**config.mk**
```make
export PLATFORM = sky130hd
export DESIGN_NAME = pipeline_hazard_ctl_flat
export DESIGN_NICKNAME = d
export VERILOG_FILES = /design/src/rtl/pipeline_hazard_ctl_if.sv /design/src/rtl/pipeline_hazard_ctl.sv /design/src/flat_wrapper.sv
export SDC_FILE = /design/constraint.sdc
export NUM_CORES = 1
export LEC_CHECK = 0
export BUFFER_PORTS_ARGS = -buffer_cell sky130_fd_sc_hd__buf_2
export CORE_AREA = 2 2 68 70
export CTS_BUF_LIST = sky130_fd_sc_hd__clkbuf_4 sky130_fd_sc_hd__clkbuf_8
export DETAILED_ROUTE_END_ITERATION = 10
export DIE_AREA = 0 0 70 72
export HOLD_SLACK_MARGIN = 0.1
export PLACE_DENSITY_LB_ADDON = 0.1
export SETUP_SLACK_MARGIN = 0.15
export SLEW_MARGIN = 30
export SYNTH_ARGS = -nofsm -noshare
export SYNTH_HDL_FRONTEND = slang
export SYNTH_SLANG_ARGS = --single-unit
```
**constraint.sdc**
```tcl
create_clock -name CLK -period 2 [get_ports CLK]
set_clock_uncertainty 0.15 [all_clocks]
set_input_delay 0.1 -clock CLK [delete_from_list [all_inputs] [get_ports CLK]]
set_output_delay 0.1 -clock CLK [all_outputs]
set_load 0.005 [all_outputs]
```
**src/rtl/pipeline_hazard_ctl_if.sv**
```systemverilog
// Control bundle between the BRISC pipeline datapath and its hazard controller.
// The datapath side drives decode/execute status; the controller returns the
// pipeline-register enables, bubbles and status.
interface pipeline_hazard_ctl_if #(
    parameter int CNT_W = 16
);
    logic             load_done;
    logic             step_mode;
    logic             step_btn;
    logic             id_valid;
    logic [3:0]       id_a_addr;
    logic [3:0]       id_b_addr;
    logic             id_uses_a;
    logic             id_uses_b;
    logic             id_reg_write;
    logic [3:0]       id_c_addr;
    logic             ex_jump_en;
    logic             pc_en;
    logic             ifid_hold;
    logic             idex_bubble;
    logic             ifid_flush;
    logic             running;
    logic [CNT_W-1:0] stall_count;

    modport master (
        output load_done, step_mode, step_btn, id_valid, id_a_addr, id_b_addr,
               id_uses_a, id_uses_b, id_reg_write, id_c_addr, ex_jump_en,
        input  pc_en, ifid_hold, idex_bubble, ifid_flush, running, stall_count
    );

    modport slave (
        input  load_done, step_mode, step_btn, id_valid, id_a_addr, id_b_addr,
               id_uses_a, id_uses_b, id_reg_write, id_c_addr, ex_jump_en,
        output pc_en, ifid_hold, idex_bubble, ifid_flush, running, stall_count
    );
endinterface

```
**src/rtl/pipeline_hazard_ctl.sv**
```systemverilog
// Hazard / sequencing controller for the 4-stage BRISC pipeline.
// Tracks in-flight register writes, stalls decode on RAW hazards, flushes the
// front end on taken jumps, gates issue on program load and supports single-step.
//
//   state   | meaning
//   --------+------------------------------------------------------------
//   S_LOAD  | program memory not loaded, nothing issues
//   S_RUN   | free-running issue
//   S_STEP  | issue only while a step token is held
//   S_FLUSH | front end being flushed after a taken jump
module pipeline_hazard_ctl #(
    parameter int DEPTH        = 2,
    parameter int FLUSH_CYCLES = 2,
    parameter int CNT_W        = 16
) (
    input  logic                 CLK,
    input  logic                 RST,
    pipeline_hazard_ctl_if.slave bus
);

    typedef enum logic [1:0] {
        S_LOAD  = 2'd0,
        S_RUN   = 2'd1,
        S_STEP  = 2'd2,
        S_FLUSH = 2'd3
    } state_t;

    // Counter holds the FLUSH-state cycles still to go, including the current one.
    localparam logic [1:0] FLUSH_LOAD = 2'(FLUSH_CYCLES - 1);

    state_t                 r_state;
    state_t                 w_next;
    logic [DEPTH-1:0]       r_sb_vld;
    logic [DEPTH-1:0][3:0]  r_sb_addr;
    logic [1:0]             r_flush_cnt;
    logic                   r_btn_s1;
    logic                   r_btn_s2;
    logic                   r_btn_s3;
    logic                   r_tok;
    logic [CNT_W-1:0]       r_stall_cnt;

    logic                   w_match_a;
    logic                   w_match_b;
    logic                   w_hazard;
    logic                   w_active;
    logic                   w_jump;
    logic                   w_issue;
    logic                   w_drop;
    logic                   w_btn_edge;
    state_t                 w_resume;

    // Scoreboard lookup for both decode source operands.
    always_comb begin
        w_match_a = 1'b0;
        w_match_b = 1'b0;
        for (int i = 0; i < DEPTH; i++) begin
            if (r_sb_vld[i] && (r_sb_addr[i] == bus.id_a_addr)) w_match_a = 1'b1;
            if (r_sb_vld[i] && (r_sb_addr[i] == bus.id_b_addr)) w_match_b = 1'b1;
        end
    end

    assign w_hazard   = bus.id_valid & ((bus.id_uses_a & w_match_a) |
                                        (bus.id_uses_b & w_match_b));
    assign w_active   = (r_state == S_RUN) || (r_state == S_STEP);
    assign w_jump     = w_active & bus.ex_jump_en;
    assign w_issue    = ((r_state == S_RUN) || ((r_state == S_STEP) && r_tok)) &
                        ~w_hazard & ~bus.ex_jump_en;
    assign w_drop     = (r_state != S_LOAD) & ~bus.load_done;
    assign w_btn_edge = r_btn_s2 & ~r_btn_s3;
    assign w_resume   = bus.step_mode ? S_STEP : S_RUN;

    // State register.
    always_ff @(posedge CLK or posedge RST) begin
        if (RST) r_state <= S_LOAD;
        else     r_state <= w_next;
    end

    // Next-state and pipeline control outputs.
    always_comb begin
        w_next          = r_state;
        bus.pc_en       = w_issue;
        bus.ifid_hold   = ~w_issue;
        bus.idex_bubble = ~w_issue;
        bus.ifid_flush  = 1'b0;
        bus.running     = (r_state != S_LOAD);

        case (r_state)
            S_LOAD: begin
                if (bus.load_done) w_next = w_resume;
            end
            S_RUN, S_STEP: begin
                // A single-cycle flush is just the jump cycle itself.
                if (bus.ex_jump_en && (FLUSH_CYCLES > 1)) w_next = S_FLUSH;
                else                                      w_next = w_resume;
            end
            S_FLUSH: begin
                if (r_flush_cnt <= 2'd1) w_next = w_resume;
            end
            default: w_next = S_LOAD;
        endcase

        if (w_drop) w_next = S_LOAD;

        if ((r_state == S_FLUSH) || w_jump) begin
            bus.pc_en       = 1'b1;
            bus.ifid_hold   = 1'b0;
            bus.idex_bubble = 1'b1;
            bus.ifid_flush  = 1'b1;
        end
    end

    // Flush cycle counter, loaded on the jump cycle.
    always_ff @(posedge CLK or posedge RST) begin
        if (RST) begin
            r_flush_cnt <= 2'd0;
        end else if (w_jump) begin
            r_flush_cnt <= FLUSH_LOAD;
        end else if ((r_state == S_FLUSH) && (r_flush_cnt != 2'd0)) begin
            r_flush_cnt <= r_flush_cnt - 2'd1;
        end
    end

    // In-flight write scoreboard: shifts every cycle, cleared when load drops.
    always_ff @(posedge CLK or posedge RST) begin
        if (RST) begin
            r_sb_vld  <= '0;
            r_sb_addr <= '0;
        end else if (w_drop) begin
            r_sb_vld  <= '0;
        end else begin
            r_sb_vld[0]  <= w_issue & bus.id_reg_write;
            r_sb_addr[0] <= bus.id_c_addr;
            for (int i = 1; i < DEPTH; i++) begin
                r_sb_vld[i]  <= r_sb_vld[i-1];
                r_sb_addr[i] <= r_sb_addr[i-1];
            end
        end
    end

    // Step button synchronizer plus edge-detect history.
    always_ff @(posedge CLK or posedge RST) begin
        if (RST) begin
            r_btn_s1 <= 1'b0;
            r_btn_s2 <= 1'b0;
            r_btn_s3 <= 1'b0;
        end else begin
            r_btn_s1 <= bus.step_btn;
            r_btn_s2 <= r_btn_s1;
            r_btn_s3 <= r_btn_s2;
        end
    end

    // Step token: any number of edges before an issue collapse to one token.
    always_ff @(posedge CLK or posedge RST) begin
        if (RST) begin
            r_tok <= 1'b0;
        end else if (w_drop) begin
            r_tok <= 1'b0;
        end else if (w_btn_edge) begin
            r_tok <= 1'b1;
        end else if ((r_state == S_STEP) && w_issue) begin
            r_tok <= 1'b0;
        end
    end

    // Saturating RAW stall cycle counter.
    always_ff @(posedge CLK or posedge RST) begin
        if (RST) begin
            r_stall_cnt <= '0;
        end else if (w_active && w_hazard && !bus.ex_jump_en && !(&r_stall_cnt)) begin
            r_stall_cnt <= r_stall_cnt + 1'b1;
        end
    end

    assign bus.stall_count = r_stall_cnt;

endmodule

```
**src/flat_wrapper.sv**
```systemverilog
// flat-port wrapper written by rule: the top's interface ports become plain ports
module pipeline_hazard_ctl_flat 
#(
    parameter int DEPTH        = 2,
    parameter int FLUSH_CYCLES = 2,
    parameter int CNT_W        = 16
)
  (CLK, RST, bus_load_done, bus_step_mode, bus_step_btn, bus_id_valid, bus_id_a_addr, bus_id_b_addr, bus_id_uses_a, bus_id_uses_b, bus_id_reg_write, bus_id_c_addr, bus_ex_jump_en, bus_pc_en, bus_ifid_hold, bus_idex_bubble, bus_ifid_flush, bus_running, bus_stall_count);
  pipeline_hazard_ctl_if #(.CNT_W(CNT_W)) bus_i ();
  input  logic CLK;
  input  logic RST;
  input wire logic [$bits(bus_i.load_done)-1:0] bus_load_done;
  input wire logic [$bits(bus_i.step_mode)-1:0] bus_step_mode;
  input wire logic [$bits(bus_i.step_btn)-1:0] bus_step_btn;
  input wire logic [$bits(bus_i.id_valid)-1:0] bus_id_valid;
  input wire logic [$bits(bus_i.id_a_addr)-1:0] bus_id_a_addr;
  input wire logic [$bits(bus_i.id_b_addr)-1:0] bus_id_b_addr;
  input wire logic [$bits(bus_i.id_uses_a)-1:0] bus_id_uses_a;
  input wire logic [$bits(bus_i.id_uses_b)-1:0] bus_id_uses_b;
  input wire logic [$bits(bus_i.id_reg_write)-1:0] bus_id_reg_write;
  input wire logic [$bits(bus_i.id_c_addr)-1:0] bus_id_c_addr;
  input wire logic [$bits(bus_i.ex_jump_en)-1:0] bus_ex_jump_en;
  output wire logic [$bits(bus_i.pc_en)-1:0] bus_pc_en;
  output wire logic [$bits(bus_i.ifid_hold)-1:0] bus_ifid_hold;
  output wire logic [$bits(bus_i.idex_bubble)-1:0] bus_idex_bubble;
  output wire logic [$bits(bus_i.ifid_flush)-1:0] bus_ifid_flush;
  output wire logic [$bits(bus_i.running)-1:0] bus_running;
  output wire logic [$bits(bus_i.stall_count)-1:0] bus_stall_count;
  assign bus_i.load_done = bus_load_done;
  assign bus_i.step_mode = bus_step_mode;
  assign bus_i.step_btn = bus_step_btn;
  assign bus_i.id_valid = bus_id_valid;
  assign bus_i.id_a_addr = bus_id_a_addr;
  assign bus_i.id_b_addr = bus_id_b_addr;
  assign bus_i.id_uses_a = bus_id_uses_a;
  assign bus_i.id_uses_b = bus_id_uses_b;
  assign bus_i.id_reg_write = bus_id_reg_write;
  assign bus_i.id_c_addr = bus_id_c_addr;
  assign bus_i.ex_jump_en = bus_ex_jump_en;
  assign bus_pc_en = bus_i.pc_en;
  assign bus_ifid_hold = bus_i.ifid_hold;
  assign bus_idex_bubble = bus_i.idex_bubble;
  assign bus_ifid_flush = bus_i.ifid_flush;
  assign bus_running = bus_i.running;
  assign bus_stall_count = bus_i.stall_count;
  pipeline_hazard_ctl #(.DEPTH(DEPTH), .FLUSH_CYCLES(FLUSH_CYCLES), .CNT_W(CNT_W)) u_core (.CLK(CLK), .RST(RST), .bus(bus_i));
endmodule
```
==> out/metrics.csv, run 1 <==
stage,metric,value,unit
run_status,outcome,"complete, but fails checks",
run_status,violations,setup timing,
route,wirelength,4580,µm
logic_synthesis,ys_seq_area_frac,0.457,
worst_setup_path,startpoint_type,flip-flop,
sta,hold_violations,0,
layout,drive_gt1_frac,0.494,
placed_design,dp_cells,276,
sta,worst_slack,-0.0929,ns
pwr,pwr-share-seq,0.422,
worst_setup_path,crit_buf_inv,2,
global_routing,grt.overflow.total,0,
route,drt_first_pass_iters,4,
logic_synthesis,synth_cells,168,
worst_hold_path,worstHoldStart,u_core.r_btn_s1,
sta,period_needed,2.09,ns
logic_synthesis,synthAdderAreaFrac,0.0470,
route,antenna_left,0,
pwr,power_frac_comb,0.308,
route,drtIter0Drc,58,
global_routing,antenna_found_initial,0,
layout,nets,289,
worst_setup_path,regToRegStartpoint,u_core.r_sb_addr[6],
pwr,cellLeakagePower,1.57,nW
worst_setup_path,reg2reg_to,u_core.bus.stall_count[5],
worst_setup_path,cp.required,1.75,ns
worst_setup_path,worst-setup-path-type,flip-flop to primary output,
global_routing,busiest_layer,met2,
pwr,internal_power,1.38,mW
logic_synthesis,syn-num-nets,197,
logic_synthesis,synth_area,1860,µm²
sta,rsz0062_at_grt,true,
clock_tree,cts_tree,yes,
clock_tree,clk_latency,0.28,ns
floorplanning,die_x,70,µm
floorplanning,rows,24,
worst_setup_path,crit_family,simple AND/OR/NAND/NOR gates,
worst_setup_path,slowest_stage,dfrtp_1,
layout,utilization,0.673,
logic_synthesis,synth_compound_area_frac,0.0457,
logic_synthesis,synth-edff-count,0,
global_routing,grt_util_all_layers,0.195,
job,cap_violations,0,
global_routing,grt.met1_usage,0.261,
logic_synthesis,ys_types,33,
worst_setup_path,r2r_setup_slack,-0.04,ns
clock_tree,clk_pin_slew,0.07,ns
clock_tree,root_buffer,clkbuf_8,
placed_design,finalWeightedCongestion,0.801,
pwr,clkPwrFrac,0.270,
sta,fmax,478,MHz
sta,setup_violations,8,
clock_tree,cts_buffers,5,
logic_synthesis,synth-simple-area-share,0.214,
pwr,peakVddDrop,0.570,mV
floorplanning,core_area,4260,µm²
worst_setup_path,cp_slowest_stage_delay,0.43,ns
worst_setup_path,worst-path-max-fanout,4,
global_routing,grt_max_degree,35,
global_routing,grt_pass1_wl,7790,µm
clock_tree,cts_buffer_depth,2,
logic_synthesis,avgSynthCellArea,11.1,µm²
placed_design,hpwlAfterDp,3060,µm
worst_setup_path,rr_worst_depth,9,
clock_tree,ctsHtreeMaxLevel,2,
sta,timing.hold.ws,0.206,ns
worst_setup_path,path_cells,"xor2_1, nor3_1, nand4_1, and4_4, o21ai_2, buf_4, nand2b_1, buf_2",
layout,syn2layout_area_growth,54.1,%
logic_synthesis,synthArstFlopShare,1.00,
floorplanning,die_h,72,µm
worst_setup_path,crit_arrival,1.84,ns
sta,drv_slew,0,
sta,worst_pin_slew,0.536,ns
logic_synthesis,yosysWarnings,0,
global_routing,use_met3,0.0389,
logic_synthesis,synth_top_family_by_area,simple AND/OR/NAND/NOR gates,
worst_setup_path,endpoint_kind,primary output,
worst_hold_path,hold_path_depth,0,
floorplanning,die-area,5040,µm²
pwr,switching_share,0.301,
logic_synthesis,synthXorXnorAreaFrac,0.150,
global_routing,grt_pass1_vias,1640,
sta,fin_crit_sh,1.05,
layout,diodes,0,
pwr,switchingPower,0.593,mW
pwr,pwr_density_cell,687,nW/µm²
floorplanning,io_pins,43,
worst_hold_path,hold_class,flip-flop to flip-flop,
floorplanning,start_util,0.437,
global_routing,grt.met2_usage,0.324,
worst_hold_path,hold_path_end,u_core.r_btn_s2,
logic_synthesis,synthFlopType,dfrtp_1,
clock_tree,clock-sinks,34,
route,drc,0,
sta,maxSlewHeadroom,0.641,
logic_synthesis,synth_seq_cells,34,
route,vias,1579,
layout,stdcell_count,313,
route,routed_via_density,5.04,
route,routedWlPerCell,14.6,µm
placed_design,io_buffers,42,
logic_synthesis,muxShareOfSynthArea,0.0564,
-- Yosys cell counts, types with 5 or more instances --
cell,instances,share of area
dfrtp_1,34,0.46
nand2_1,7,0.014
nor2_1,8,0.016
inv_1,7,0.014
nand4_1,8,0.027
nor3_1,8,0.021
xnor2_1,6,0.028
nand3_1,5,0.013
xor2_1,26,0.12
a21oi_1,5,0.013
ha_1,7,0.047
mux2_2,8,0.048
-- layout by cell type (no fill, tap or decap), types with 2 or more instances in the layout --
| master | synthesis | layout |
|---|---|---|
| dfrtp_1 | 34 | 34 |
| or2_2 | 2 | 2 |
| mux2_2 | 8 | 8 |
| and2_1 | 3 | 2 |
| a21oi_1 | 5 | 4 |
| xnor2_1 | 6 | 5 |
| nand4_1 | 8 | 8 |
| nor3_4 | 0 | 4 |
| o21ai_0 | 2 | 2 |
| nor3_1 | 8 | 4 |
| buf_8 | 0 | 2 |
| clkbuf_8 | 0 | 6 |
| ha_1 | 7 | 5 |
| nor2_1 | 8 | 3 |
| nor2_4 | 0 | 5 |
| nand2b_4 | 0 | 2 |
| nor4b_4 | 0 | 3 |
| nand2b_1 | 4 | 2 |
| buf_12 | 0 | 3 |
| xor2_1 | 26 | 26 |
| and3_1 | 2 | 2 |
| nor3b_1 | 4 | 3 |
| buf_4 | 0 | 26 |
| inv_1 | 7 | 5 |
| dlygate4sd3_1 | 0 | 11 |
| inv_2 | 0 | 2 |
| nand2_1 | 7 | 7 |
| buf_6 | 1 | 5 |
| and4_1 | 3 | 2 |
| nor2b_1 | 2 | 2 |
| nor3b_4 | 0 | 2 |
| buf_2 | 3 | 42 |
| nand3_1 | 5 | 4 |
-- cell families (layout without fill, tap and decap cells) --
kind of cell,count (synthesis),after routing
buffers and inverters,12,105
multiplexers,9,9
AND/OR/NAND/NOR,63,63
XOR/XNOR,32,32
adder cells (fa/ha/maj),7,7
flip-flops,34,34
AO/OA/AOI/OAI,11,11
-- what timing repair did --
action | CTS | global route
cloned | 1 | 0
endpoints found under the setup margin | 19 | 20
pin swaps | 27 | 17
hold buffers | 11 | 0
buffers inserted | 11 | 6
resized for setup | 35 | 9
hold endpoints to repair | 45 | 0
-- layout make-up --
cell class	count	area (µm²)
timing repair buffer	90	689
clock buffer	7	90.1
inverter	7	26.3
sequential	34	851
clock inverter	1	5.00
fill	328	1390
tap	52	65.1
multi-input combinational	122	1140
-- per-layer routing --
layer,vias up,wire (µm)
li1,759,-
met5,-,0
met1,777,2040
met2,39,2280
met3,4,214
met4,0,44
-- worst reg2reg max path: stages (launching register included) --
cell	delay, ns
dfrtp_1	0.43
xor2_1	0.19
nor3_1	0.18
nand4_1	0.11
and4_4	0.21
buf_4	0.14
buf_6	0.11
buf_8	0.13
nor3b_4	0.19
xor2_1	0.15
-- stage by stage --
stage	area [µm²]	total power, mW	setup slack (ns)	TNS (ns)
3_5_place_dp	2290	1.35	-0.0710	-0.185
4_1_cts	2790	1.98	-0.0864	-0.261
3_3_place_gp	2290	1.33	-0.0229	-0.0229
5_1_grt	2870	2.11	-0.195	-1.52
6_report	2870	1.97	-0.0929	-0.346
2_1_floorplan	1880	1.14	0.00198	0
-- worst max path at each step --
stage                              startpoint                         end  slack, ns  cells after the start
floorplan           u_core.bus.stall_count[0]   u_core.bus.stall_count[1]      0.002                      7
global placement          u_core.r_sb_addr[3]  u_core.bus.stall_count[14]      -0.02                      7
detailed placement        u_core.r_sb_addr[2]  u_core.bus.stall_count[14]      -0.07                      7
CTS                       u_core.r_sb_addr[7]                   bus_pc_en      -0.09                      8
global route              u_core.r_sb_addr[7]                   bus_pc_en      -0.19                      8
finish                    u_core.r_sb_addr[6]                   bus_pc_en      -0.09                      8
-- registers in the layout, summed over array words and instances (netlist names) --
signal	cells
u_core.r_sb_vld	2
u_core.r_flush_cnt	2
u_core.r_btn_s3	1
u_core.bus.stall_count	16
u_core.r_state	2
u_core.r_sb_addr	8
u_core.r_tok	1
u_core.r_btn_s1	1
u_core.r_btn_s2	1
-- power by group through the flow --
| stage | clock network [mW] | logic (mW) | registers, mW |
|---|---|---|---|
| after global placement | 0 | 0.499 | 0.835 |
| after floorplan | 0 | 0.309 | 0.835 |
| after CTS | 0.553 | 0.597 | 0.828 |
| after detailed placement | 0 | 0.509 | 0.843 |
| after global routing | 0.590 | 0.674 | 0.843 |
| final | 0.532 | 0.608 | 0.832 |
(Power assumes the default switching activity.)
==> inputs of run 2 (changes only) <==
--- a/config.mk
+++ b/config.mk
@@ -11,7 +11,7 @@
 export DETAILED_ROUTE_END_ITERATION = 10
 export DIE_AREA = 0 0 70 72
 export HOLD_SLACK_MARGIN = 0.1
-export PLACE_DENSITY_LB_ADDON = 0.1
+export PLACE_DENSITY_LB_ADDON = 0.08
 export SETUP_SLACK_MARGIN = 0.15
 export SLEW_MARGIN = 30
 export SYNTH_ARGS = -nofsm -noshare
==> run 2 against run 1 <==
Net effect: the flow still finishes with violations (setup timing); die area is the same; critical path type unchanged; clock power grew 17%; sequential cell count is the same; critical endpoint unchanged; count of clock-buffer cells in the layout shrank 2; non-clock buffer count grew 5; routed wire length grew 1.2%; first-iteration DRC count shrank 14%; via count grew 0.82%.
==> out/metrics.csv, run 2 (same netlist as run 1, synthesis figures left out) <==
stage,metric,value,unit,change
run_status,outcome,"complete, but fails checks",,
run_status,violations,setup timing,,
sta,fmax,478,MHz,+0.11%
floorplanning,die-area,5040,µm²,unchanged
floorplanning,io_pins,43,,unchanged
sta,worst_pin_slew,0.459,ns,-0.0769 ns
pwr,cellLeakagePower,1.57,nW,about the same
sta,hold_violations,0,,unchanged
floorplanning,start_util,0.437,,unchanged
clock_tree,cts_buffers,5,,unchanged
worst_setup_path,worst-path-max-fanout,4,,unchanged
floorplanning,core_area,4260,µm²,unchanged
route,wirelength,4630,µm,+1.2%
placed_design,finalWeightedCongestion,0.880,,+9.9%
floorplanning,rows,24,,unchanged
clock_tree,cts_buffer_depth,2,,unchanged
global_routing,grt_max_degree,35,,unchanged
sta,maxSlewHeadroom,0.693,,+0.0515
layout,largest_reg_flops,16,,unchanged
global_routing,grt_pass1_vias,1672,,+2.0%
layout,filler_cell_count,346,,+5.5%
layout,register_area,851,µm²,unchanged
route,routedWlPerCell,14.6,µm,-0.35%
layout,final_common_cell,buf_2,,
global_routing,antenna_found_initial,0,,unchanged
clock_tree,cts_tree,yes,,
sta,setup_violations,9,,+1
global_routing,grt_pass1_wl,7780,µm,about the same
route,antenna_left,0,,unchanged
layout,syn2layout_area_growth,55.9,%,
worst_setup_path,startpoint_type,flip-flop,,
layout,design_area,2900,µm²,+1.1%
route,drt_first_pass_iters,4,,unchanged
global_routing,grt.overflow.total,0,,unchanged
worst_hold_path,hold_class,flip-flop to flip-flop,,
worst_setup_path,cp.required,1.75,ns,about the same
sta,drv_slew,0,,unchanged
pwr,peakVddDrop,0.449,mV,-21%
layout,final_cell_mix,"buf_2 (41), dfrtp_1 (34), buf_4 (30)",,
worst_setup_path,endpoint_kind,primary output,,
clock_tree,clock-sinks,34,,unchanged
sta,worst_slack,-0.0905,ns,+0.00240 ns
sta,rsz0062_at_grt,true,,
clock_tree,root_buffer,clkbuf_8,,
sta,period_needed,2.09,ns,-0.00240 ns
layout,nets,294,,+1.7%
route,drtIter0Drc,50,,-14%
global_routing,grt_util_all_layers,0.196,,+0.00126
route,vias,1592,,+0.82%
clock_tree,ctsHtreeMaxLevel,2,,unchanged
placed_design,io_buffers,42,,unchanged
sta,fin_crit_sh,1.05,,-0.00120
placed_design,hpwlAfterDp,3140,µm,+2.4%
clock_tree,clk_latency,0.29,ns,about the same
worst_setup_path,worst-setup-path-type,flip-flop to primary output,,
layout,multiInputGateArea,1140,µm²,-0.22%
pwr,power,2.11,mW,+6.9%
placed_design,placed_area,2290,µm²,-0.22%
pwr,pwr_density_cell,726,nW/µm²,+5.7%
clock_tree,clk_pin_slew,0.07,ns,about the same
sta,timing.hold.ws,0.216,ns,+0.0102 ns
layout,diodes,0,,unchanged
layout,drive_gt1_frac,0.492,,-0.00177
floorplanning,die_h,72,µm,unchanged
worst_setup_path,crit_arrival,1.84,ns,about the same
route,routed_via_density,5.01,,-0.76%
route,drc,0,,unchanged
floorplanning,die_x,70,µm,unchanged
job,cap_violations,0,,unchanged
-- run 2: cell types whose count changed in the layout (fill, tap and decap cells not counted), moves of 2 or more --
cell,before,now
buf_8,2,0
buf_6,5,10
buf_4,26,30
buf_12,3,1
-- run 2: power breakdown --
part / switching (mW) / internal [mW]
Combinational: 0.298 / 0.356
Sequential: 0.0688 / 0.762
Clock: 0.256 / 0.367
Total: 0.622 / 1.49
-- run 2: repair_timing --
item,CTS,global route
hold endpoints to repair,45,0
cloned,1,0
setup buffers,11,9
resized for setup,37,8
endpoints found under the setup margin,19,19
pin swaps,24,16
hold buffers,12,0
-- run 2: area by class of cell --
type | instances | share of cell area
inverter | 7 | 0.00905
tap | 52 | 0.0224
clock inverter | 3 | 0.0138
sequential | 34 | 0.293
timing repair buffer | 95 | 0.245
clock buffer | 5 | 0.0237
multi-input combinational | 122 | 0.393
-- run 2: worst max-delay path, cell delays in order, from the launching register on --
cell and delay [ns]:
dfrtp_1 0.40, xor2_1 0.17, nor3_1 0.19, nand4_1 0.12, and4_4 0.22, o21ai_2 0.14
buf_4 0.13, nand2b_1 0.05, buf_2 0.12
-- run 2: through the flow --
step            util  worst slack [ns]  TNS, ns  instances
3_5_place_dp   0.536           -0.0569   -0.183        277
2_1_floorplan      -           0.00198        0        168
4_1_cts        0.659           -0.0803   -0.268        309
6_report       0.681           -0.0905   -0.391        318
5_1_grt        0.681            -0.200    -1.57        318
3_3_place_gp   0.536            0.0238        0        277
-- run 2: worst paths after layout --
kind / start / cells past startpoint / slack (ns) / end
max in group asynchronous: RST / 4 / 1.10 / u_core.r_flush_cnt[1]
worst min register to register: u_core.r_btn_s1 / 0 / 0.22 / u_core.r_btn_s2
worst max-delay path: u_core.r_sb_addr[1] / 8 / -0.09 / bus_pc_en
worst min-delay path: u_core.r_btn_s1 / 0 / 0.22 / u_core.r_btn_s2
worst max register to register: u_core.r_sb_addr[1] / 8 / -0.07 / u_core.bus.stall_count[14]
min in group asynchronous: RST / 4 / 0.30 / u_core.r_sb_addr[5]
-- run 2: routing by layer --
layer / wire, µm / global-route usage
met1: 2040 / 0.244
met2: 2260 / 0.330
met3: 256 / 0.0542
met4: 74 / 0.0726
met5: 0 / 0
